**config.mk**
```make
export PLATFORM = sky130hd
export DESIGN_NAME = tx_frame_scheduler
export DESIGN_NICKNAME = d
export VERILOG_FILES = /design/src/rtl/tx_frame_pkg.sv /design/src/rtl/tx_frame_scheduler_buf_fill_timer.sv /design/src/rtl/tx_frame_scheduler.sv
export SDC_FILE = /design/constraint.sdc
export NUM_CORES = 1
export LEC_CHECK = 0
export CAP_MARGIN = 20
export CORE_MARGIN = 4
export CORE_UTILIZATION = 25
export DETAILED_ROUTE_END_ITERATION = 10
export SLEW_MARGIN = 20
export SYNTH_ARGS = -nofsm -noshare
export SYNTH_HDL_FRONTEND = slang
export SYNTH_SLANG_ARGS = --single-unit
```
**constraint.sdc**
```tcl
create_clock -name clk -period 2.75 [get_ports clk]
set_clock_uncertainty 0.05 [all_clocks]
set_input_delay 0.4125 -clock clk [delete_from_list [all_inputs] [get_ports clk]]
set_output_delay 0.4125 -clock clk [all_outputs]
set_load 0.02 [all_outputs]
```
**src/rtl/tx_frame_pkg.sv**
```systemverilog
// Shared state type, frame constants and buffer fill-level helper for tx_frame_scheduler.
// FRAME_OVERHEAD follows the optional sequence byte (macro TX_FRAME_SEQ_EN).
package tx_frame_pkg;

  typedef enum logic [2:0] {
    IDLE    = 3'd0,
    SYNC    = 3'd1,
    LEN     = 3'd2,
    SEQ     = 3'd3,
    RD_REQ  = 3'd4,
    RD_WAIT = 3'd5,
    PAY     = 3'd6,
    CHK     = 3'd7
  } state_t;

  localparam logic [7:0] SYNC_BYTE_DEF = 8'hA5;

`ifdef TX_FRAME_SEQ_EN
  localparam int FRAME_OVERHEAD = 4;
`else
  localparam int FRAME_OVERHEAD = 3;
`endif

  // Pointers arrive zero-extended; depth must be a power of two so the mask gives the modulo.
  function automatic logic [16:0] fill_level(input logic [15:0] wr_ptr,
                                             input logic [15:0] rd_ptr,
                                             input logic        empty,
                                             input logic        full,
                                             input logic [16:0] depth);
    logic [16:0] diff;
    diff = ({1'b0, wr_ptr} - {1'b0, rd_ptr}) & (depth - 17'd1);
    if (full) begin
      fill_level = depth;
    end else if (empty) begin
      fill_level = 17'd0;
    end else begin
      fill_level = diff;
    end
  endfunction

endpackage

```
**src/rtl/tx_frame_scheduler_buf_fill_timer.sv**
```systemverilog
// Buffer fill level plus the saturating idle timer that triggers partial frames.
module buf_fill_timer
  import tx_frame_pkg::*;
#(
  parameter int DEPTH          = 512,
  parameter int ADDR_WIDTH     = 9,
  parameter int MAX_PAYLOAD    = 64,
  parameter int TIMEOUT_CYCLES = 500000
) (
  input  logic                  clk,
  input  logic                  rst_n,
  input  logic [ADDR_WIDTH-1:0] wr_ptr,
  input  logic [ADDR_WIDTH-1:0] rd_ptr,
  input  logic                  empty,
  input  logic                  full,
  input  logic                  idle,
  input  logic                  frame_start,
  output logic [ADDR_WIDTH:0]   count,
  output logic                  timeout_hit
);

  localparam int              TW          = $clog2(TIMEOUT_CYCLES + 1);
  localparam logic [TW-1:0]   TIMEOUT_VAL = TW'(TIMEOUT_CYCLES);
  localparam logic [16:0]     MAX_LEVEL   = 17'(MAX_PAYLOAD);

  logic [16:0]   level_s;
  logic          clear_s;
  logic [TW-1:0] timer_r;

  // Fill level and timer clear condition.
  always_comb begin
    level_s = fill_level(16'(wr_ptr), 16'(rd_ptr), empty, full, 17'(DEPTH));
    count   = level_s[ADDR_WIDTH:0];
    clear_s = !idle || frame_start || (level_s == 17'd0) || (level_s >= MAX_LEVEL);
  end

  // Idle timer, saturating at the timeout value.
  always_ff @(posedge clk or negedge rst_n) begin
    if (!rst_n) begin
      timer_r <= {TW{1'b0}};
    end else if (clear_s) begin
      timer_r <= {TW{1'b0}};
    end else if (timer_r != TIMEOUT_VAL) begin
      timer_r <= timer_r + 1'b1;
    end else begin
      timer_r <= timer_r;
    end
  end

  assign timeout_hit = (timer_r == TIMEOUT_VAL);

endmodule

```
**src/rtl/tx_frame_scheduler.sv**
```systemverilog
// Framed UART readout of the sample buffer: SYNC, LEN, [SEQ], payload, XOR checksum.
// Optional sequence byte after LEN when TX_FRAME_SEQ_EN is defined.
module tx_frame_scheduler
  import tx_frame_pkg::*;
#(
  parameter int         DEPTH          = 512,
  parameter int         ADDR_WIDTH     = 9,
  parameter int         MAX_PAYLOAD    = 64,
  parameter int         TIMEOUT_CYCLES = 500000,
  parameter logic [7:0] SYNC_BYTE      = SYNC_BYTE_DEF
) (
  input  logic                  clk,
  input  logic                  rst_n,
  input  logic                  enable,
  input  logic [ADDR_WIDTH-1:0] buf_wr_ptr,
  input  logic [ADDR_WIDTH-1:0] buf_rd_ptr,
  input  logic                  buf_empty,
  input  logic                  buf_full,
  output logic                  buf_rd_en,
  input  logic [7:0]            buf_data,
  input  logic                  buf_valid,
  output logic [7:0]            tx_data,
  output logic                  tx_valid,
  input  logic                  tx_ready,
  output logic                  busy,
  output logic [15:0]           frame_count
);

  localparam logic [ADDR_WIDTH:0] MAX_CNT  = (ADDR_WIDTH + 1)'(MAX_PAYLOAD);
  localparam logic [ADDR_WIDTH:0] ZERO_CNT = {(ADDR_WIDTH + 1){1'b0}};
  localparam logic [7:0]          MAX_LEN  = 8'(MAX_PAYLOAD);

  state_t              state_r, state_n;
  logic [7:0]          len_r, len_n, rem_r, rem_n, chk_r, chk_n;
  logic [7:0]          tx_data_n, launch_len_s;
  logic                tx_valid_n, rd_en_n, busy_n;
  logic [15:0]         frame_count_n;
  logic                launch_s, frame_start_s, xfer_s, timeout_hit_s;
  logic [ADDR_WIDTH:0] count_s;
`ifdef TX_FRAME_SEQ_EN
  logic [7:0]          seq_r, seq_n;
`endif

  buf_fill_timer #(
    .DEPTH          (DEPTH),
    .ADDR_WIDTH     (ADDR_WIDTH),
    .MAX_PAYLOAD    (MAX_PAYLOAD),
    .TIMEOUT_CYCLES (TIMEOUT_CYCLES)
  ) u_fill (
    .clk         (clk),
    .rst_n       (rst_n),
    .wr_ptr      (buf_wr_ptr),
    .rd_ptr      (buf_rd_ptr),
    .empty       (buf_empty),
    .full        (buf_full),
    .idle        (state_r == IDLE),
    .frame_start (frame_start_s),
    .count       (count_s),
    .timeout_hit (timeout_hit_s)
  );

  assign xfer_s = tx_valid && tx_ready;

  // Launch decision: a full payload, or a partial one once the idle timer expires.
  always_comb begin
    if (count_s >= MAX_CNT) begin
      launch_s     = enable;
      launch_len_s = MAX_LEN;
    end else if ((count_s != ZERO_CNT) && timeout_hit_s) begin
      launch_s     = enable;
      launch_len_s = count_s[7:0];
    end else begin
      launch_s     = 1'b0;
      launch_len_s = MAX_LEN;
    end
  end

  // Next state and next values of every registered output.
  always_comb begin
    state_n       = state_r;
    len_n         = len_r;
    rem_n         = rem_r;
    chk_n         = chk_r;
    tx_data_n     = tx_data;
    tx_valid_n    = tx_valid;
    rd_en_n       = 1'b0;
    busy_n        = busy;
    frame_count_n = frame_count;
    frame_start_s = 1'b0;
`ifdef TX_FRAME_SEQ_EN
    seq_n         = seq_r;
`endif
    case (state_r)
      IDLE: begin
        if (launch_s) begin
          state_n       = SYNC;
          len_n         = launch_len_s;
          rem_n         = launch_len_s;
          tx_data_n     = SYNC_BYTE;
          tx_valid_n    = 1'b1;
          busy_n        = 1'b1;
          frame_start_s = 1'b1;
        end else begin
          state_n = IDLE;
        end
      end
      SYNC: begin
        if (xfer_s) begin
          state_n   = LEN;
          tx_data_n = len_r;
          chk_n     = len_r;
        end else begin
          state_n = SYNC;
        end
      end
      LEN: begin
        if (xfer_s) begin
`ifdef TX_FRAME_SEQ_EN
          state_n   = SEQ;
          tx_data_n = seq_r;
          chk_n     = chk_r ^ seq_r;
`else
          state_n    = RD_REQ;
          tx_valid_n = 1'b0;
          rd_en_n    = 1'b1;
`endif
        end else begin
          state_n = LEN;
        end
      end
`ifdef TX_FRAME_SEQ_EN
      SEQ: begin
        if (xfer_s) begin
          state_n    = RD_REQ;
          tx_valid_n = 1'b0;
          rd_en_n    = 1'b1;
        end else begin
          state_n = SEQ;
        end
      end
`endif
      RD_REQ: begin
        state_n = RD_WAIT;
      end
      RD_WAIT: begin
        if (buf_valid) begin
          state_n    = PAY;
          tx_data_n  = buf_data;
          tx_valid_n = 1'b1;
          chk_n      = chk_r ^ buf_data;
        end else begin
          state_n = RD_WAIT;
        end
      end
      PAY: begin
        if (xfer_s) begin
          rem_n = rem_r - 8'd1;
          if (rem_r == 8'd1) begin
            state_n   = CHK;
            tx_data_n = chk_r;
          end else begin
            state_n    = RD_REQ;
            tx_valid_n = 1'b0;
            rd_en_n    = 1'b1;
          end
        end else begin
          state_n = PAY;
        end
      end
      CHK: begin
        if (xfer_s) begin
          state_n       = IDLE;
          tx_valid_n    = 1'b0;
          busy_n        = 1'b0;
          frame_count_n = frame_count + 16'd1;
`ifdef TX_FRAME_SEQ_EN
          seq_n         = seq_r + 8'd1;
`endif
        end else begin
          state_n = CHK;
        end
      end
      default: begin
        state_n    = IDLE;
        tx_valid_n = 1'b0;
        busy_n     = 1'b0;
      end
    endcase
  end

  // State register and registered outputs.
  always_ff @(posedge clk or negedge rst_n) begin
    if (!rst_n) begin
      state_r     <= IDLE;
      len_r       <= 8'd0;
      rem_r       <= 8'd0;
      chk_r       <= 8'd0;
      tx_data     <= 8'd0;
      tx_valid    <= 1'b0;
      buf_rd_en   <= 1'b0;
      busy        <= 1'b0;
      frame_count <= 16'd0;
`ifdef TX_FRAME_SEQ_EN
      seq_r       <= 8'd0;
`endif
    end else begin
      state_r     <= state_n;
      len_r       <= len_n;
      rem_r       <= rem_n;
      chk_r       <= chk_n;
      tx_data     <= tx_data_n;
      tx_valid    <= tx_valid_n;
      buf_rd_en   <= rd_en_n;
      busy        <= busy_n;
      frame_count <= frame_count_n;
`ifdef TX_FRAME_SEQ_EN
      seq_r       <= seq_n;
`endif
    end
  end

endmodule
```
Word-level counts from Yosys, hierarchy flattened
Cells that the tools add are included.
{"block": "classes", "add_sub_neg": 4, "n_reduce_logical": 23, "bitwise": 3, "n_lt_le_gt_ge": 2, "n_mux": 40, "eq_ne": 17}
{"cell": "$mux 8", "count": 10}
{"cell": "$mux 19", "count": 2}
{"cell": "$pmux 8 s2", "count": 2}
{"cell": "$pmux 8 s4", "count": 1}
{"cell": "$pmux 3 s7", "count": 1}
{"cell": "$add 19x1->19 const B", "count": 1}
{"cell": "$eq 19x19->1 const B", "count": 1}
{"cell": "$ne 19x19->1 const B", "count": 1}
{"cell": "$ge 17x7->1 const B", "count": 1}
{"cell": "$logic_not 17->1", "count": 1}
{"cell": "$add 16x1->16 const B", "count": 1}
{"cell": "$ne 2x2->1 const B", "count": 7}
{"cell": "$mux 1", "count": 13}
{"cell": "$eq 3x3->1 const B", "count": 4}
{"cell": "$reduce_and 6->1", "count": 2}
{"cell": "$ge 10x7->1 const B", "count": 1}
{"cell": "$mux 10", "count": 1}
{"cell": "$reduce_bool 10->1", "count": 1}
{"cell": "$mux 3", "count": 3}
{"cell": "$mux 9", "count": 1}
{"cell": "$reduce_and 3->1", "count": 3}
{"cell": "$sub 9x9->9", "count": 1}
{"cell": "$eq 8x1->1 const B", "count": 1}
{"cell": "$sub 8x1->8 const B", "count": 1}
{"cell": "other kinds (18)", "count": 28}
{"block": "word_totals", "ff_bits": 73, "output_inout_bits": 27, "in_bits": 33}

Logic depth before layout (Yosys ltp)
Gate-level depths: netlist of the first run.
{"block": "logic_depth", "word_depth": 13, "ltp_mapped": 12, "mapped_depth_nobuf": 10}

By module
Synthesis of the first run repeated with hierarchy kept, for this count alone.
{"block": "unflattened", "hier_cells": 479, "hier_area_um2": 4443.0}
{"mod": "tx_frame_scheduler", "instances": 1, "area_per_inst_um2": 2870.3, "cells_per_inst": 305}
{"mod": "buf_fill_timer", "instances": 1, "area_per_inst_um2": 1572.8, "cells_per_inst": 174}

Worst setup path after synthesis of the first run
OpenSTA, ideal clock, no wires.
{"block": "synth_timing", "kind": "input to register", "startpoint": "in buf_wr_ptr[0]", "endpoint": "reg rem_r[1]", "arrival_time_ps": 2509, "setup_slack_ps": 112, "path_stages": 10, "n_path_buf": 0, "required_time_ps": 2621, "cell_sequence": "inv_1 ha_1 fa_1 nor2b_1 o21ai_1 xnor2_1 nor4_2 o32a_2 nand2_1 mux2i_1"}
{"block": "synth_between", "elab_chain_len": 9, "elab_cells_between_ends": 14}
{"item": "start: declaration", "line": "tx_frame_scheduler.sv:15", "source": "input logic [ADDR_WIDTH-1:0] buf_wr_ptr,"}
{"item": "$sub 9x9->9 (*)", "line": "tx_frame_pkg.sv:31", "source": "diff = ({1'b0, wr_ptr} - {1'b0, rd_ptr}) & (depth - 17'd1);"}
{"item": "$mux 9 (*)", "line": "tx_frame_pkg.sv:34", "source": "end else if (empty) begin"}
{"item": "$mux 10 (*)", "line": "tx_frame_pkg.sv:32", "source": "if (full) begin"}
{"item": "branches (longest 6 deep; another with $ge 10x7->1)"}
{"item": "end signal: assignment", "line": "tx_frame_scheduler.sv:209", "source": "rem_r <= rem_n;"}
{"item": "end: declaration", "line": "tx_frame_scheduler.sv:34", "source": "logic [7:0] len_r, len_n, rem_r, rem_n, chk_r, chk_n;"}
Mark *: on every way between the ends. The select of a mux whose other input is x is not followed.
A chain may end at the register's enable or synchronous reset.

Worst setup path after layout of the first run
{"block": "layout_timing", "startpoint": "in buf_rd_ptr[5]", "endpoint": "reg len_r[1]"}
{"block": "layout_between", "elab_chain_len": 8, "elab_cells_between_ends": 11}
{"item": "start: declaration", "line": "tx_frame_scheduler.sv:16", "source": "input logic [ADDR_WIDTH-1:0] buf_rd_ptr,"}
{"item": "$sub 9x9->9 (*)", "line": "tx_frame_pkg.sv:31"}
{"item": "$mux 9 (*)", "line": "tx_frame_pkg.sv:34"}
{"item": "$mux 10 (*)", "line": "tx_frame_pkg.sv:32"}
{"item": "branches (longest 5 deep; another with $ge 10x7->1)"}
{"item": "end signal: assignment", "line": "tx_frame_scheduler.sv:208", "source": "len_r <= len_n;"}
{"item": "end: declaration", "line": "tx_frame_scheduler.sv:34"}
Mark *: on every way between the ends.

==> results of run 1 <==
power by group through the flow:
stage | sequential [uW] | clock [uW] | combinational (uW)
floorplan | 1560 | 0 | 1300
global placement | 1560 | 0 | 2030
detailed placement | 1570 | 0 | 2050
CTS | 1550 | 1400 | 2080
global route | 1600 | 1450 | 2430
finish | 1560 | 1360 | 2190
sequential cells by signal (all words and copies together) (netlist names):
register / cells
rem_r: 8
chk_r: 8
busy: 1
tx_valid: 1
frame_count: 16
buf_rd_en: 1
state_r: 3
u_fill.timer_r: 19
tx_data: 8
len_r: 8
what timing repair did:
action | 4_1_cts | 5_1_grt
resized for setup | 25 | 55
hold buffers | 0 | 0
cloned | 0 | 3
endpoints found under the setup margin | 45 | 45
hold endpoints to repair | 0 | 0
pin swaps | 12 | 28
setup buffers | 4 | 3
synthesized netlist by cell type (2+ instances only):
library cell | count | area share
a2111o_1 | 2 | 0.0048
a21o_1 | 5 | 0.0080
a21oi_1 | 37 | 0.039
a22o_1 | 4 | 0.0074
a22oi_1 | 4 | 0.0064
a32oi_1 | 2 | 0.0037
a41oi_1 | 4 | 0.0074
and2_1 | 6 | 0.0080
and3_1 | 10 | 0.013
buf_2 | 3 | 0.0032
buf_6 | 4 | 0.0096
clkbuf_1 | 14 | 0.011
dfrtp_1 | 73 | 0.39
ha_1 | 14 | 0.037
inv_1 | 27 | 0.022
mux2i_1 | 7 | 0.015
nand2_1 | 37 | 0.030
nand2b_1 | 14 | 0.019
nand3_1 | 40 | 0.043
nand4_1 | 7 | 0.0093
nor2_1 | 53 | 0.042
nor2b_1 | 4 | 0.0053
nor3_1 | 12 | 0.013
nor3b_1 | 6 | 0.0096
nor4_1 | 3 | 0.0040
nor4_2 | 2 | 0.0053
o2111a_1 | 5 | 0.012
o211ai_1 | 3 | 0.0048
o21a_1 | 3 | 0.0048
o21ai_0 | 32 | 0.034
o22ai_1 | 5 | 0.0066
o2bb2ai_1 | 4 | 0.0074
o41ai_1 | 4 | 0.0074
or2_1 | 2 | 0.0027
or2_2 | 2 | 0.0027
or3_1 | 5 | 0.0066
xnor2_1 | 18 | 0.034
xor2_1 | 22 | 0.041
critical path: cells and delay by family:
kind                       cells  cell delay (ns)
AOI/OAI and AO/OA              4             0.85
muxes                          1             0.30
buffers and inverters          4             0.89
and+or+nand+nor                1             0.17
adders and majority gates      1             0.26
per-layer routing:
metal / wire length [um] / global-route usage / part of all wire
met3: 470 / 0.0337 / 0.037
met1: 5820 / 0.155 / 0.46
met4: 156 / 0.0285 / 0.012
met5: 0 / 0 / 0
met2: 6110 / 0.200 / 0.49
path summary, 6_finish.rpt:
check / to / cells after the start / slack (ns) / start
worst max-delay path: len_r[1]$_DFFE_PN0P_ / 11 / 0.06 / buf_rd_ptr[5]
worst min-delay path: tx_data[1]$_DFFE_PN0P_ / 1 / 0.004 / rst_n
worst max register to register: len_r[1]$_DFFE_PN0P_ / 8 / 0.39 / u_fill.timer_r[10]$_DFFE_PN0P_
worst min register to register: frame_count[15]$_DFFE_PN0P_ / 1 / 0.43 / frame_count[15]$_DFFE_PN0P_
max in group asynchronous: frame_count[11]$_DFFE_PN0P_ / 2 / 2.05 / rst_n
min in group clk: frame_count[15]$_DFFE_PN0P_ / 1 / 0.43 / frame_count[15]$_DFFE_PN0P_
final cells by class:
class                           instances  area, um^2
Clock buffer                            9         225
Clock inverter                          7         118
Fill cell                            1816       11600
Inverter                               27         101
Multi-Input combinational cell        409        3010
Sequential cell                        73        1830
Tap cell                              229         287
Timing Repair Buffer                  117        1060
layout by cell type (no fill, tap or decap), types with 6 or more instances in the layout:
master           Yosys  routed
a21oi_1             37      35
and2_1               6       6
and3_1              10      10
buf_4                0      52
clkbuf_16            0       9
clkdlybuf4s50_1      0      50
dfrtp_1             73      73
dlygate4sd2_1        0       6
ha_1                14       9
inv_1               27      22
mux2i_1              7       7
nand2_1             37      36
nand2b_1            14      14
nand3_1             40      40
nand4_1              7       7
nor2_1              53      39
nor2_4               0       9
nor3_1              12      11
nor3b_1              6       6
o21ai_0             32      29
xnor2_1             18      16
xor2_1              22      22
cells by family after synthesis:
family	Yosys count	synth area share
fa+ha+maj	15	0.0415
simple gates	211	0.228
buf+inv	49	0.0463
flops	73	0.388
mux	10	0.0229
xor+xnor	40	0.0745
compound gates	130	0.198
per-stage QoR:
stage               setup slack (ns)  setup TNS, ns   util
detailed placement            -0.618         -23.56  0.323
global placement              -0.540         -22.01  0.323
CTS                          0.00327              0  0.348
floorplan                      0.112              0      -
global route                 -0.0132        -0.0406  0.364
finish                        0.0602              0  0.364
==> summary.md, run 1 <==
| Metric | Value |
|---|---|
| Wire length per cell | `around 14 um` |
| CP required | `2.93 ns` |
| Initial Util | `0.258` |
| H-tree depth | `3` |
| Synth Flop Type | `dfrtp_1` |
| Row cnt | `49` |
| Mapped cell area | `around 4700 um^2` |
| Post-DP Area | `between 5000 and 6000 um^2` |
| Final HPWL DP | `8870 um` |
| Crit-path max FO | `5` |
| #FFs+latches synth | `73` |
| Lkg Pwr | `0.00269 uW` |
| First-pass GRT wire length | `around 21000 um` |
| Logic gate share of total power | `0.428` |
| Total CTS buffers | `9` |
| WL final | `12600 um` |
| Final setup fails | `0` |
| Peak supply drop | `0.396 mV` |
| Worst Path Class, Setup | `input port to flip-flop` |
| GRT Residual Overflow | `0` |
| # clock sinks | `73` |
| Tightest Pin Transition | `~0.6 ns` |
| Net Sw Power | `1940 uW` |
| Mapped Cells | `~530` |
| Core Area | `between 15000 and 20000 um^2` |
| Clock Tree Root | `clkbuf_16` |
| IO Count | `60` |
| Post-route clock period utilization | `0.978` |
| Post-Place Cells | `846` |
| Area Growth Syn to Fin | `41.0%` |
| Max Fclk | `372 MHz` |
| Synthesized net count | `~580` |
| Chip width | `145 um` |
| Clock power share | `0.267` |
| Tot Pwr | `between 5000 and 6000 uW` |
| Worst-Skew Late Latency | `about 0.35 ns` |
| Slew Viols, Final | `0` |
| Post-synthesis sequential area ratio | `0.388` |
| Yosys warnings | `0` |
| Vias in the first global route | `4222` |
| ANT nets after route | `0` |
| Worst-path cell chain | `clkdlybuf4s50_1 -> inv_2 -> ha_4 -> nor3b_1 -> a221oi_4 -> o311ai_4 -> buf_6 -> o41ai_4 -> buf_4 -> a21oi_4 -> mux2_4` |
| Max cap viols | `0` |
| Sequential share of power | `0.305` |
| Crit path capture type | `flip-flop` |
| Count of cell types in the netlist | `67` |
| Critical path startpoint category | `input port` |
| Full die area | `approximately 21000 um^2` |
| Clock slew at reported path FFs | `around 0.06 ns` |
| I/O Buffers | `between 50 and 60` |
| Worst hold slack | `roughly 0.0038 ns` |
| Internal power | `~3200 uW` |
| Drt via density | `between 4 and 5` |
| DRT iter0 DRCs | `approximately 170` |
| Post-synth EDFFs | `0` |
| Status | `completed` |
| Hold Vio Cnt, Final | `0` |
| Final-stage net count | `between 600 and 700` |
| Sw Ratio | `0.380` |
| Worst EP arrival | `roughly 2.9 ns` |
| Clk buf depth | `2` |
| Syn Area/Cell | `8.91 um^2` |
| Pre-Repair DR Iteration Count | `4` |
| Diode count | `0` |
| Final instance area | `~6600 um^2` |
| GPL Wtd Cong | `around 0.82` |
| Layout cells sized above 1 | `0.210` |
| Rel. slew slack | `0.601` |
| Initial antenna violation count | `0` |
| Fin cells | `just under 900` |
| DR vias | `4277` |
| CP max stage delay | `between 0.4 and 0.5 ns` |
| Largest net degree at the start of global routing | `between 40 and 50` |
| Power Density | `about 770 nW/um^2` |
| Hold/Removal Path Class | `input port to asynchronous set/reset pin` |
| GRT Resource Usage Total | `0.120` |
| CTS tree | `built` |
| Drc violations | `0` |
| Die Ht | `roughly 150 um` |
| Tmin final | `between 2 and 3 ns` |
| Post-synth ARST share | `1.00` |
| Worst path slowest cell | `clkdlybuf4s50_1` |
No activity file was read; power rests on OpenSTA's default activity.
==> run 2: changes to the inputs <==
Settings changed: SETUP_SLACK_MARGIN from default to 0.2, SKIP_LAST_GASP from default to 1.
==> summary.md, run 2 (synthesized netlist as in run 1, its figures left out) <==
| Metric | Value |
|---|---|
| Status | `completed (unchanged)` |
| Commonest non-fill, non-tap cell in the layout | `dfrtp_1 (unchanged)` |
| Area Growth Syn to Fin | `39.4% (was 41.0%)` |
| Clk buf depth | `2 (unchanged)` |
| Slew Viols, Final | `0 (unchanged)` |
| Internal power | `2930 uW (was 3160 uW)` |
| WL final | `12200 um (was 12600 um)` |
| Clock slew at reported path FFs | `0.06 ns (about the same)` |
| Tmin final | `2.48 ns (was 2.69 ns)` |
| CP required | `2.92 ns (was 2.93 ns)` |
| Max Fclk | `403 MHz (was 372 MHz)` |
| Reg2Reg Capture Point | `tx_data[2]$_DFFE_PN0P_ (was len_r[1]$_DFFE_PN0P_)` |
| Register bank with the most flops | `u_fill.timer_r (unchanged)` |
| Worst-Skew Late Latency | `0.34 ns (was 0.35 ns)` |
| Vias in the first global route | `4256 (was 4222)` |
| First-pass GRT wire length | `20800 um (was 21100 um)` |
| H-tree depth | `3 (unchanged)` |
| Filler Cell Count | `1852 (was 1816)` |
| Critical path startpoint category | `input port (unchanged)` |
| Hold/Removal Path Class | `input port to asynchronous set/reset pin (unchanged)` |
| GRT Resource Usage Total | `0.117 (was 0.120)` |
| Layout cells sized above 1 | `0.228 (was 0.210)` |
| Drc violations | `0 (unchanged)` |
| Core Area | `18200 um^2 (unchanged)` |
| Crit path capture type | `flip-flop (unchanged)` |
| Diode count | `0 (unchanged)` |
| Sw Ratio | `0.399 (was 0.380)` |
| Net Sw Power | `1950 uW (was 1940 uW)` |
| Most frequent cells in the layout | `dfrtp_1 (73), buf_4 (52), nor2_1 (48) (was dfrtp_1 (73), buf_4 (52), clkdlybuf4s50_1 (50))` |
| Tightest Pin Transition | `0.644 ns (was 0.598 ns)` |
| # clock sinks | `73 (unchanged)` |
| Lkg Pwr | `0.00268 uW (was 0.00269 uW)` |
| DRT iter0 DRCs | `211 (was 168)` |
| Chip width | `145 um (unchanged)` |
| Worst hold slack | `0.0426 ns (was 0.00380 ns)` |
| Power Density | `744 nW/um^2 (was 769 nW/um^2)` |
| Pre-Repair DR Iteration Count | `4 (unchanged)` |
| DR vias | `4282 (was 4277)` |
| Max cap viols | `0 (unchanged)` |
| Tot Pwr | `4870 uW (was 5100 uW)` |
| Initial antenna violation count | `0 (unchanged)` |
| I/O Buffers | `59 (unchanged)` |
| R2R setup slack | `0.42 ns (was 0.39 ns)` |
| Final-stage net count | `688 (was 685)` |
| Final setup fails | `0 (unchanged)` |
| Worst Path Class, Setup | `input port to flip-flop (unchanged)` |
| Row cnt | `49 (unchanged)` |
| Hold Vio Cnt, Final | `0 (unchanged)` |
| Top flop regs | `u_fill.timer_r x19, frame_count x16 (unchanged)` |
| Total CTS buffers | `9 (unchanged)` |
| Worst EP arrival | `2.65 ns (was 2.87 ns)` |
| Logic gate share of total power | `0.457 (was 0.428)` |
| Largest register FFs | `19 (unchanged)` |
| CTS tree | `built (unchanged)` |
| Clock Tree Root | `clkbuf_16 (unchanged)` |
| CTS Hold Bufs | `0 (unchanged)` |
| Final core utilization | `0.360 (was 0.364)` |
| Rel. slew slack | `0.570 (was 0.601)` |
| IO Count | `60 (unchanged)` |
| Largest net degree at the start of global routing | `49 (was 43)` |
| ANT nets after route | `0 (unchanged)` |
| Clock power share | `0.226 (was 0.267)` |
| GRT Residual Overflow | `0 (unchanged)` |
| Die Ht | `145 um (unchanged)` |
| TNS Setup | `0 ns (unchanged)` |
| Crit-path max FO | `5 (unchanged)` |
| GPL Wtd Cong | `0.824 (was 0.818)` |
| Final HPWL DP | `8830 um (was 8870 um)` |
| R2R depth | `7 (was 8)` |
| Wire length per cell | `13.9 um (was 14.4 um)` |
| Peak supply drop | `0.382 mV (was 0.396 mV)` |
| Drt via density | `4.90 (was 4.91)` |
| Initial Util | `0.258 (unchanged)` |
| Sequential share of power | `0.318 (was 0.305)` |
| Full die area | `21100 um^2 (unchanged)` |
| Post-route clock period utilization | `0.902 (was 0.978)` |
| R2r startpoint | `rem_r[2]$_DFFE_PN0P_ (was u_fill.timer_r[10]$_DFFE_PN0P_)` |
| RSZ-0062 raised after global routing | `true` |
[run 2: per-stage QoR]
stage / std cells / setup slack (ns) / cell area (um^2)
floorplan: 528 / 0.137 / 4790
global placement: 850 / -0.477 / 5990
detailed placement: 850 / -0.505 / 5990
CTS: 871 / 0.206 / 6430
global route: 874 / 0.186 / 6560
finish: 874 / 0.269 / 6560
[run 2: timing repair]
action,CTS,global route
pin swaps,22,21
buffers inserted,5,3
setup endpoints to repair,46,45
cloned,0,0
gates resized for setup,48,38
[run 2: critical path, cell delays in order]
cell and delay, ns:
buf_6 0.07, buf_6 0.11, inv_12 0.03, ha_4 0.14
or2_4 0.24, o2111a_1 0.28, o311a_1 0.39, o221ai_4 0.29
o21ai_4 0.14, a21oi_4 0.23, mux2_4 0.31
[run 2: power by group through the flow]
stage	combinational (uW)	sequential [uW]	clock, uW
floorplan	1320	1560	0
global placement	2070	1560	0
detailed placement	2080	1560	0
CTS	2160	1540	1140
global route	2470	1600	1180
finish	2230	1550	1100
[run 2: worst max path at each step]
stage          slack (ns)           from  cells past startpoint                endpoint
2_1_floorplan        0.14  buf_rd_ptr[2]                      9    len_r[1]$_DFFE_PN0P_
3_3_place_gp        -0.48  buf_wr_ptr[0]                     13  tx_data[2]$_DFFE_PN0P_
3_5_place_dp        -0.50  buf_rd_ptr[2]                     13  tx_data[2]$_DFFE_PN0P_
4_1_cts              0.21  buf_wr_ptr[0]                     13  tx_data[2]$_DFFE_PN0P_
5_1_grt              0.19  buf_rd_ptr[2]                     11    len_r[5]$_DFFE_PN0P_
6_report             0.27  buf_rd_ptr[2]                     11    len_r[5]$_DFFE_PN0P_
[run 2: cell type report]
cell class / instances / area (um^2) / area share
sequential: 73 / 1830 / 0.279
clock inverter: 7 / 53.8 / 0.00821
tap: 229 / 287 / 0.0437
clock buffer: 9 / 225 / 0.0344
multi-input combinational: 406 / 2940 / 0.448
timing repair buffer: 123 / 1100 / 0.169
inverter: 27 / 121 / 0.0185
[run 2: routing by layer]
metal  GRT usage  vias up  share of wire  wire, um
met5           0        -              0         0
met4      0.0256        0         0.0092       112
met3      0.0281       12          0.035       420
met2       0.201       75           0.49      5900
met1       0.150     2067           0.47      5720
li1            -     2128              -         -
